## src/rtl/axi4lite_rtsnoc_bridge.sv

```systemverilog
// axi4lite_rtsnoc_bridge: AXI4-Lite slave bridging to one RTSNoC router port with programmable TX destination and RX FIFO.
// Optional AXI4LITE_RTSNOC_IRQ_EN adds irq_o (registered rx_not_empty) and STATUS bit3.
module axi4lite_rtsnoc_bridge #(
  parameter int NOC_DATA_WIDTH = 32,
  parameter int NOC_LOCAL_ADR  = 0,
  parameter int NOC_X          = 0,
  parameter int NOC_Y          = 0,
  parameter int SOC_SIZE_X     = 1,
  parameter int SOC_SIZE_Y     = 1,
  parameter int RX_DEPTH_LOG2  = 2
) (
  input  logic        clk_i,
  input  logic        rst_i,
  input  logic [31:0] axi_awaddr_i,
  input  logic        axi_awvalid_i,
  output logic        axi_awready_o,
  input  logic [31:0] axi_wdata_i,
  input  logic [3:0]  axi_wstrb_i,
  input  logic        axi_wvalid_i,
  output logic        axi_wready_o,
  output logic [1:0]  axi_bresp_o,
  output logic        axi_bvalid_o,
  input  logic        axi_bready_i,
  input  logic [31:0] axi_araddr_i,
  input  logic        axi_arvalid_i,
  output logic        axi_arready_o,
  output logic [31:0] axi_rdata_o,
  output logic [1:0]  axi_rresp_o,
  output logic        axi_rvalid_o,
  input  logic        axi_rready_i,
  output logic [NOC_DATA_WIDTH+2*SOC_SIZE_X+2*SOC_SIZE_Y+5:0] noc_din_o,
  output logic        noc_wr_o,
  input  logic        noc_wait_i,
  input  logic [NOC_DATA_WIDTH+2*SOC_SIZE_X+2*SOC_SIZE_Y+5:0] noc_dout_i,
  input  logic        noc_nd_i,
  output logic        noc_rd_o
`ifdef AXI4LITE_RTSNOC_IRQ_EN
  ,output logic       irq_o
`endif
);
  localparam int SX = SOC_SIZE_X;
  localparam int SY = SOC_SIZE_Y;
  localparam int DW = NOC_DATA_WIDTH;
  localparam int PW = DW + 2*SX + 2*SY + 6;
  localparam int AW = 3 + SX + SY;
  localparam int DEPTH = 1 << RX_DEPTH_LOG2;
  localparam int CW = RX_DEPTH_LOG2 + 1;
  typedef enum logic [1:0] {W_IDLE, W_NOC, W_RESP} w_state_e;
  typedef enum logic {R_IDLE, R_RESP} r_state_e;
  w_state_e w_state_q, w_state_d;
  r_state_e r_state_q, r_state_d;
  logic [AW-1:0] tx_dst_q, tx_dst_d;
  logic [PW-1:0] din_q, din_d;
  logic [1:0] bresp_q, bresp_d, rresp_q, rresp_d;
  logic [31:0] rdata_q, rdata_d, wmask, status, rx_src;
  logic [CW-1:0] wp_q, wp_d, rp_q, rp_d, count;
  logic [AW+DW-1:0] mem_q [DEPTH];
  logic [AW+DW-1:0] head;
  logic [AW-1:0] src;
  logic [2:0] widx, ridx;
  logic aw_acc, ar_acc, tx_go, push, pop, empty, full, irq, unused_ok;
  assign src = {SX'(NOC_X), SY'(NOC_Y), 3'(NOC_LOCAL_ADR)};
  assign widx = axi_awaddr_i[4:2];
  assign ridx = axi_araddr_i[4:2];
  assign aw_acc = (w_state_q == W_IDLE) && axi_awvalid_i && axi_wvalid_i;
  assign ar_acc = (r_state_q == R_IDLE) && axi_arvalid_i;
  assign tx_go = aw_acc && widx == 3'd1 && axi_wstrb_i == 4'hF;
  assign wmask = {{8{axi_wstrb_i[3]}}, {8{axi_wstrb_i[2]}}, {8{axi_wstrb_i[1]}}, {8{axi_wstrb_i[0]}}};
  assign count = wp_q - rp_q;
  assign empty = count == '0;
  assign full = count == CW'(DEPTH);
  assign push = noc_nd_i && !full;
  assign pop = ar_acc && ridx == 3'd2 && !empty;
  assign head = mem_q[rp_q[RX_DEPTH_LOG2-1:0]];
  // stored entry is {src_x, src_y, src_local, data}; RX_SRC repacks it like TX_DST
  assign rx_src = 32'({head[DW+3+:SY], head[DW+3+SY+:SX], head[DW+:3]});
  assign status = {16'd0, 8'(count), 4'd0, irq, w_state_q == W_NOC, full, !empty};
  assign unused_ok = ^{axi_awaddr_i[31:5], axi_awaddr_i[1:0], axi_araddr_i[31:5], axi_araddr_i[1:0], noc_dout_i[DW+AW-1:DW]};
  always_ff @(posedge clk_i or posedge rst_i)
    if (rst_i) begin
      w_state_q <= W_IDLE;
      r_state_q <= R_IDLE;
      tx_dst_q <= '0;
      din_q <= '0;
      bresp_q <= '0;
      rresp_q <= '0;
      rdata_q <= '0;
      wp_q <= '0;
      rp_q <= '0;
    end else begin
      w_state_q <= w_state_d;
      r_state_q <= r_state_d;
      tx_dst_q <= tx_dst_d;
      din_q <= din_d;
      bresp_q <= bresp_d;
      rresp_q <= rresp_d;
      rdata_q <= rdata_d;
      wp_q <= wp_d;
      rp_q <= rp_d;
    end
  always_ff @(posedge clk_i)
    if (push) mem_q[wp_q[RX_DEPTH_LOG2-1:0]] <= {noc_dout_i[PW-1-:AW], noc_dout_i[DW-1:0]};
  always_comb begin
    w_state_d = (w_state_q == W_IDLE) ? (tx_go ? W_NOC : aw_acc ? W_RESP : W_IDLE)
              : (w_state_q == W_NOC)  ? (noc_wait_i ? W_NOC : W_RESP)
              : (axi_bready_i ? W_IDLE : W_RESP);
    r_state_d = (r_state_q == R_IDLE) ? (axi_arvalid_i ? R_RESP : R_IDLE)
              : (axi_rready_i ? R_IDLE : R_RESP);
  end
  always_comb begin
    tx_dst_d = (aw_acc && widx == 3'd0) ? AW'((32'(tx_dst_q) & ~wmask) | (axi_wdata_i & wmask)) : tx_dst_q;
    din_d = tx_go ? {src, tx_dst_q[3+:SX], tx_dst_q[3+SX+:SY], tx_dst_q[2:0], axi_wdata_i[DW-1:0]} : din_q;
    bresp_d = !aw_acc ? bresp_q : widx >= 3'd5 ? 2'b11 : (widx == 3'd1 && axi_wstrb_i != 4'hF) ? 2'b10 : 2'b00;
    rdata_d = !ar_acc ? rdata_q
            : ridx == 3'd0 ? 32'(tx_dst_q)
            : ridx == 3'd2 ? (empty ? 32'd0 : 32'(head[DW-1:0]))
            : ridx == 3'd3 ? (empty ? 32'd0 : rx_src)
            : ridx == 3'd4 ? status : 32'd0;
    rresp_d = !ar_acc ? rresp_q : ridx >= 3'd5 ? 2'b11 : (ridx == 3'd2 && empty) ? 2'b10 : 2'b00;
    wp_d = wp_q + CW'(push);
    rp_d = rp_q + CW'(pop);
  end
  assign axi_awready_o = aw_acc;
  assign axi_wready_o = aw_acc;
  assign axi_bvalid_o = w_state_q == W_RESP;
  assign axi_bresp_o = bresp_q;
  assign axi_arready_o = ar_acc;
  assign axi_rvalid_o = r_state_q == R_RESP;
  assign axi_rdata_o = rdata_q;
  assign axi_rresp_o = rresp_q;
  assign noc_wr_o = w_state_q == W_NOC;
  assign noc_din_o = din_q;
  assign noc_rd_o = push;
`ifdef AXI4LITE_RTSNOC_IRQ_EN
  logic irq_q;
  always_ff @(posedge clk_i or posedge rst_i)
    if (rst_i) irq_q <= 1'b0;
    else irq_q <= !empty;
  assign irq = irq_q;
  assign irq_o = irq_q;
`else
  assign irq = 1'b0;
`endif
endmodule

```

## config.mk

```make
export PLATFORM = sky130hd
export DESIGN_NAME = axi4lite_rtsnoc_bridge
export DESIGN_NICKNAME = d
export VERILOG_FILES = /design/src/rtl/axi4lite_rtsnoc_bridge.sv
export SDC_FILE = /design/constraint.sdc
export NUM_CORES = 1
export LEC_CHECK = 0
export ABC_AREA = 1
export CAP_MARGIN = 20
export CORE_MARGIN = 1
export CORE_UTILIZATION = 53
export CTS_BUF_LIST = sky130_fd_sc_hd__clkbuf_16
export CTS_CLUSTER_DIAMETER = 200
export CTS_CLUSTER_SIZE = 24
export DETAILED_ROUTE_END_ITERATION = 10
export GPL_TIMING_DRIVEN = 0
export PLACE_DENSITY = 0.86
export SYNTH_ARGS = -nofsm -noshare
export SYNTH_HDL_FRONTEND = slang
export SYNTH_SLANG_ARGS = --single-unit
```

## constraint.sdc

```tcl
create_clock -name clk_i -period 8.57 [get_ports clk_i]
set_input_delay 1.714 -clock clk_i [delete_from_list [all_inputs] [get_ports clk_i]]
set_output_delay 1.714 -clock clk_i [all_outputs]
set_load 0.1 [all_outputs]
```

; After elaboration in Yosys (flattened, before gate mapping)
; Memories as Yosys holds them, arrays and structs flattened.
; Cells that the tools add are included.
[totals]
ff_bits = 87
ram_bits = 148
wordCells = 67
mem_count = 1
[op_classes]
n_addsub = 3
order_cmp = 2
eq_ne = 9
n_mux = 21
n_bitwise = 5
reduce_logical = 17
[memory_table]
columns = name, depth, width, rd, rd_clocked_by_memory_dff, write_ports, line_no
row1 = mem_q, 4, 37, 1, 0, 1, 57  ; logic [AW+DW-1:0] mem_q [DEPTH];
[op_table]
columns = cell, n
row1 = $mux 32, 3
row2 = $mux 11, 2
row3 = $mux 2, 10
row4 = $logic_and 1x1->1, 11
row5 = $and 5x5->5, 2
row6 = $logic_not 3->1, 3
row7 = $add 3x1->3, 2
row8 = $eq 3x2->1 const B, 2
row9 = $eq 3x3->1 const B, 2
row10 = $ge 3x3->1 const B, 2
row11 = $mux 1, 5
row12 = $mux 5, 1
row13 = $not 5->5, 1
row14 = $or 5x5->5, 1
row15 = $eq 4x4->1 const B, 1
row16 = $ne 4x4->1 const B, 1
row17 = $eq 3x1->1 const B, 1
row18 = $sub 3x3->3, 1
row19 = $eq 2x1->1 const B, 1
row20 = $eq 2x2->1 const B, 1
row21 = $logic_not 1->1, 2
row22 = $logic_not 2->1, 1
row23 = $not 1->1, 1

; Logic depth before layout (Yosys ltp)
; Gate-level depths: netlist (run 1).
[logic_depth]
ltp_word = 7
ltp_mapped = 12

; Worst setup path before layout (run 1)
; OpenSTA, ideal clock, no wires.
[synth_path]
path_type = in2reg
start = input noc_nd_i
end = memory mem_q[2][0] (netlist name), enable pin
setup_time_ns = 0.477
t_arrival_ns = 4.357
required_ns = 8.093
slack_ns = 3.735
path_stages = 2
n_path_buf = 0
cell_sequence = nand2_1 > nor3_1
[synth_via]
elab_chain_cells = 3
[synth_lines]
columns = item, line_no
row1 = from (decl), 35  ; input logic noc_nd_i,
row2 = $logic_and 1x1->1, 72  ; assign push = noc_nd_i && !full;
row3 = $mux 1, 102  ; if (push) mem_q[wp_q[RX_DEPTH_LOG2-1:0]] <= {noc_dout_i[PW-1-:AW], noc_dout_i[DW-1:0]};
row4 = $mux 1 (implied by the code), 102
row5 = to (decl), 57
; Every way passes these cells.

; Final worst setup path (run 1)
[layout_path]
start = input axi_arvalid_i
end = output axi_arready_o
[layout_via]
elab_chain_cells = 1
[layout_lines]
columns = item, line_no
row1 = from (decl), 25  ; input logic axi_arvalid_i,
row2 = $logic_and 1x1->1, 66  ; assign ar_acc = (r_state_q == R_IDLE) && axi_arvalid_i;
row3 = to (decl), 26  ; output logic axi_arready_o,
; Every way passes these cells.

==> reports/metrics.cfg, run 1 <==
[outcome]
status=finished, final reports clean

[synth]
ys_warn_count=0
synth-xor-area-share_pct=0.191
synth_area_um2=9170
syn_inst=767
synth_top_area_share_pct=48.5
synthSimpleGateAreaFrac_pct=12.5
synth.largest_area_cell=edfxtp_1
synth_compound_area_share_pct=10.1
ys_ff_latch=235
synthMuxAreaShare_pct=0
synth.area.top_cells=edfxtp_1 48%, dfrtp_1 24%, nand2_1 6.5%
synth_fa_ha_area_share_pct=0.901
synth_top_family_by_area=simple AND/OR/NAND/NOR gates
netlist-cell-type-count=30
ys_seq_area_share_pct=72.2
syn_avg_cell_area_um2=11.9

[global_routing]
grt_util_all_layers_pct=24.6
met1_usage_pct=31.4
grt_pass1_vias=6280
globalRouteMet2Util_pct=43.1
grt_first_pass_wirelength_mm=33.4
busiest_layer=met2
grt_max_degree=71
grt_remaining_overflow=0
antenna_found_initial=0
grtUsageMet3_pct=4.49

[routing]
drc_errors=0
vias_per_cell=5.45
wl_per_cell_um=18.1
drt_iter0_drc=560
vias=6510
routed_wirelength_mm=21.6
drtAntennaViolNets=0
dr.pass1.iters=5

[critical_path]
cp-start-kind=primary input
worst-setup-path-type=in -> out
worst-path-max-fanout=10
cp-end-kind=output pin
arrival_ns=4.17
required_ns=6.86

[clocking]
cts_resized=0
cts-root-buf=clkbuf_16
cts_sinks=235
cts_buffers=13
cts_hold_buffers=0
htreeDepth=1
cts_buffer_depth=3
clkTransAtPathRegs_ns=0.09
clock_latency_ns=0.48
cts_tree=built
post_cts_buffers=0

[placed_design]
post_dp_cell_area_um2=11300
hpwlAfterDp_mm=15.4
gp_congestion=0.821
dpl_worst_slack_ns=2.66
port_buffers=167

[sta]
setup_viol=0
tns_ns=0
fin_worst_skew_ns=0.0121
fmax_ghz=0.170
finalHoldViolCount=0
max_slew_margin_pct=30.9
fin_ws_ns=2.68
period_share_pct=68.7
rsz0062_at_grt=no
final_max_slew_viol_count=0
period_minus_slack_ns=5.89
worstMarginPinSlew_ns=1.03

[finish]
diodes=0
final_cell_mix=167 x clkdlybuf4s50_1, 158 x nand2_1, 148 x edfxtp_1
post-route-util_pct=69.9
area_growth_pct=27.8
final_common_cell=clkdlybuf4s50_1
num-nets-final=1125
stdcell_area_um2=11700
layout-drive-gt1-share_pct=6.56

[die]
rows=47
die_x_um=134
start_util_pct=54.7
num_io_pins=236
dieArea_um2=17800
die_h_um=134
coreArea_um2=16800

[power]
cellPowerDensity_nw_per_um2=294
leakagePower_nw=4.74
power_mw=3.45
ir_drop_mv=0.237

[flow_run]
maxCapViolations=0

[worst_hold_path]
min_path_type=reg -> reg

## final cells by class
cell class,count,area (um2)
clock buffer,13,325
multi-input combinational,455,2210
inverter,39,149
buffer,42,219
clock inverter,9,41.3
timing repair buffer,182,1860
sequential,235,6620
fill,1156,5050
tap,220,275
## metrics by stage
step	hold WS [ns]	instances
floorplan	0.453	771
global placement	0.460	1158
detailed placement	0.464	1173
CTS	0.489	1195
global route	0.523	1195
finish	0.484	1195
## where the power goes
part           switching, mW  internal (mW)  total, mW
logic                  0.930          0.361       1.29
clock network          0.342          0.282      0.623
registers             0.0840           1.45       1.53
## state kept, by name, summed over array words and instances, names as in the netlist, 2 cells and up, named ones only
register and cells:
mem_q 148, noc_din_o 37, axi_rdata_o 32, rp_q 3, wp_q 3, axi_bresp_o 2, axi_rresp_o 2, w_state_q 2
## cells by family (layout without fill, tap and decap cells)
kind of cell	count (synthesis)	after routing
XOR/XNOR	2	2
adder cells (fa/ha/maj)	6	6
other	1	5
AO/OA/AOI/OAI	158	158
flip-flops	235	235
AND/OR/NAND/NOR	284	284
buffers and inverters	81	285
## cells in the mapped netlist
library cell / instances
a21oi_1: 9
inv_2: 4
o21bai_1: 3
o211ai_1: 1
ha_1: 5
nand4_2: 1
o311ai_0: 1
nor2_1: 92
or2_2: 1
nand3_1: 20
edfxtp_1: 148
nand2_1: 158
nand4_1: 2
nor4_4: 1
buf_2: 10
xor2_1: 2
fa_1: 1
nand3b_1: 1
inv_1: 35
o22ai_1: 27
nor3b_1: 1
nand3_2: 1
o21ai_0: 93
a22o_1: 24
clkbuf_1: 21
dfrtp_1: 87
conb_1: 1
buf_6: 2
buf_4: 9
nor3_1: 6
## metal layers
metal	wire length (um)	part of all wire [%]
met4	419	1.9
met2	11100	51
met5	0	0
met3	1600	7.4
met1	8530	39
## worst paths after layout
| check | from | end | slack [ns] | cells after the start |
|---|---|---|---|---|
| setup / recovery | axi_arvalid_i | axi_arready_o | 2.68 | 5 |
| hold / removal | noc_din_o[15]$_DFFE_PP0P_ | noc_din_o[15]$_DFFE_PP0P_ | 0.48 | 2 |
| setup reg to reg | rp_q[1]$_DFF_PP0_ | mem_q[3][26]$_DFFE_PP_ | 5.25 | 10 |
| hold reg to reg | noc_din_o[15]$_DFFE_PP0P_ | noc_din_o[15]$_DFFE_PP0P_ | 0.48 | 2 |
| max in group asynchronous | rst_i | axi_rdata_o[30]$_DFFE_PP0N_ | 6.40 | 3 |
| min in group asynchronous | rst_i | noc_din_o[14]$_DFFE_PP0P_ | 1.54 | 2 |
## worst max-delay path: stages
cell and delay [ns]:
clkdlybuf4s50_1 0.47, nand2_1 0.27, inv_1 0.17, clkbuf_1 0.33, clkdlybuf4s50_1 1.21
No activity file was read; power rests on OpenSTA's default activity.
==> inputs of run 2 (changes only) <==
CORE_UTILIZATION = 44   (was 53)
PLACE_DENSITY = 0.76   (was 0.86)
clock period = 4.96 ns   (was 8.57 ns; I/O delays follow)
==> reports/metrics.cfg, run 2 (same netlist as run 1, synthesis figures left out) <==
[power]
p_clk_share_pct=18.1  ; about the same
seqPwrFrac_pct=44.5  ; about the same
p_comb_share_pct=37.4  ; about the same
netSwitchingPower_mw=2.33  ; +72%
leakagePower_nw=4.73  ; -0.20%
p_int_mw=3.61  ; +73%
switching_share_pct=39.3  ; -0.066 points
ir_drop_mv=0.308  ; +30%
power_mw=5.94  ; +72%
cellPowerDensity_nw_per_um2=505  ; +72%

[routing]
routed_wirelength_mm=21.3  ; -1.2%
drc_errors=0  ; unchanged
drt_iter0_drc=419  ; -25%
dr.pass1.iters=5  ; unchanged
wl_per_cell_um=17.2  ; -5.1%
vias=6401  ; -1.7%
drtAntennaViolNets=0  ; unchanged
vias_per_cell=5.15  ; -5.5%

[sta]
setup_viol=0  ; unchanged
tns_ns=0  ; unchanged
period_minus_slack_ns=4.81
finalHoldViolCount=0  ; unchanged
fmax_ghz=0.208
fin_worst_skew_ns=0.0122  ; +0.000172 ns
worstMarginPinSlew_ns=1.04  ; +0.00696 ns
max_slew_margin_pct=30.5  ; -0.47 points
period_share_pct=96.9
rsz0062_at_grt=no
fin_ws_ns=0.154  ; -2.53 ns
final_max_slew_viol_count=0  ; unchanged

[clocking]
clock_latency_ns=0.48  ; about the same
htreeDepth=1  ; unchanged
cts_buffer_depth=3  ; unchanged
cts_sinks=235  ; unchanged
cts_buffers=13  ; unchanged
cts_hold_buffers=0  ; unchanged
cts_tree=built
clkTransAtPathRegs_ns=0.10  ; about the same
cts_resized=0  ; unchanged
post_cts_buffers=0  ; unchanged
cts-root-buf=clkbuf_16

[critical_path]
slowest_stage=clkdlybuf4s50_1
rr_endpoint=mem_q[0][33]$_DFFE_PP_
arrival_ns=3.81  ; -0.36 ns
cp_common_cell=nand2_1
path_cells=inv_2 -> clkbuf_1 -> fa_1 -> nor2_1 -> nand2_1 -> nand2_1 -> inv_1 -> clkdlybuf4s50_1
slowest_delay_ns=0.99  ; -0.22 ns
cp-start-kind=flop
worst-path-max-fanout=10  ; unchanged
required_ns=3.97  ; -2.89 ns
worstRegToRegCells=10  ; unchanged
rrSetupSlack_ns=1.58  ; -3.67 ns
cp-startpoint=rp_q[1]$_DFF_PP0_
reg2reg_from=rp_q[1]$_DFF_PP0_
cp-end-kind=output pin
worst-setup-path-type=reg -> out

[global_routing]
grt_first_pass_wirelength_mm=33.7  ; +0.70%
antenna_found_initial=0  ; unchanged
grt_util_all_layers_pct=20.2  ; -4.4 points
grt_max_degree=57  ; -20%
grt_remaining_overflow=0  ; unchanged
grt_pass1_vias=6101  ; -2.9%

[die]
die_x_um=146  ; +9.6%
start_util_pct=45.1  ; -9.5 points
rows=52  ; +11%
coreArea_um2=20300  ; +21%
die_h_um=146  ; +9.6%
num_io_pins=236  ; unchanged
dieArea_um2=21400  ; +20%

[placed_design]
dpl_worst_slack_ns=0.541  ; -2.12 ns
hpwlAfterDp_mm=15.2  ; -1.1%
place_inst=1222  ; +4.2%
gp_congestion=0.794  ; -3.3%
port_buffers=167  ; unchanged

[finish]
largest_reg_flops=148  ; unchanged
post-route-util_pct=58.0  ; -12 points
layoutNonFillerInstCount=1243  ; +4.0%
final_common_cell=clkdlybuf4s50_1
final_cell_mix=167 x clkdlybuf4s50_1, 158 x nand2_1, 148 x edfxtp_1
layout-drive-gt1-share_pct=6.47  ; -0.089 points
area_growth_pct=28.4
diodes=0  ; unchanged
num-nets-final=1124  ; -0.089%

[worst_hold_path]
hold_end=noc_din_o[19]$_DFFE_PP0P_
holdPathStages=2  ; unchanged
min_path_type=reg -> reg
min_from=noc_din_o[19]$_DFFE_PP0P_

[outcome]
status=finished, final reports clean

[flow_run]
maxCapViolations=0  ; unchanged

## run 2: changes by cell type in the layout (fill, tap and decap cells not counted)
cell,before,now
buf_4,10,9
buf_8,3,4
buf_6,12,11
inv_1,41,40
## run 2: how the worst max path moves through the flow
stage / to / slack [ns] / depth (start not counted)
after global placement: mem_q[0][21]$_DFFE_PP_ / -1.78 / 8
after detailed placement: axi_arready_o / 0.54 / 5
after global routing: noc_rd_o / 0.006 / 8
after floorplan: mem_q[2][0]$_DFFE_PP_ / 0.53 / 8
final: noc_rd_o / 0.15 / 8
after CTS: noc_rd_o / 0.11 / 8
## run 2: layer usage
metal	track usage, %	share of wire (%)	vias to the layer above
li1	-	-	3051
met1	26.2	42	3089
met2	34.5	49	232
met3	4.09	7.1	29
met4	5.16	2.0	0
met5	0	0	-
## run 2: stage by stage
stage	hold slack, ns	area, um2
floorplan	0.453	9180
global placement	0.461	11200
detailed placement	0.464	11400
CTS	0.491	11800
global route	0.515	11800
finish	0.486	11800
## run 2: power by group through the flow
stage	combinational, mW	clock (mW)	sequential (mW)
CTS	2.23	1.11	2.65
finish	2.22	1.08	2.65
detailed placement	2.23	0	2.69
global placement	2.08	0	2.72
global route	2.39	1.17	2.68
floorplan	0.958	0	3.20
## run 2: final cells by class
class	count	area (um2)
repair buffers	181	1860
multi-input cells	455	2210
fillers	1627	8540
clock inverters	8	37.5
flip-flops and latches	235	6620
plain buffers	42	219
inverters	39	149
clock buffers	13	325
well taps	270	338
## run 2: critical path, delay by kind of cell (launching register included)
family | cells | cell delay, ns
and+or+nand+nor | 3 | 0.56
buffers and inverters | 4 | 1.80
adders and majority gates | 1 | 0.54
DFF | 1 | 0.44
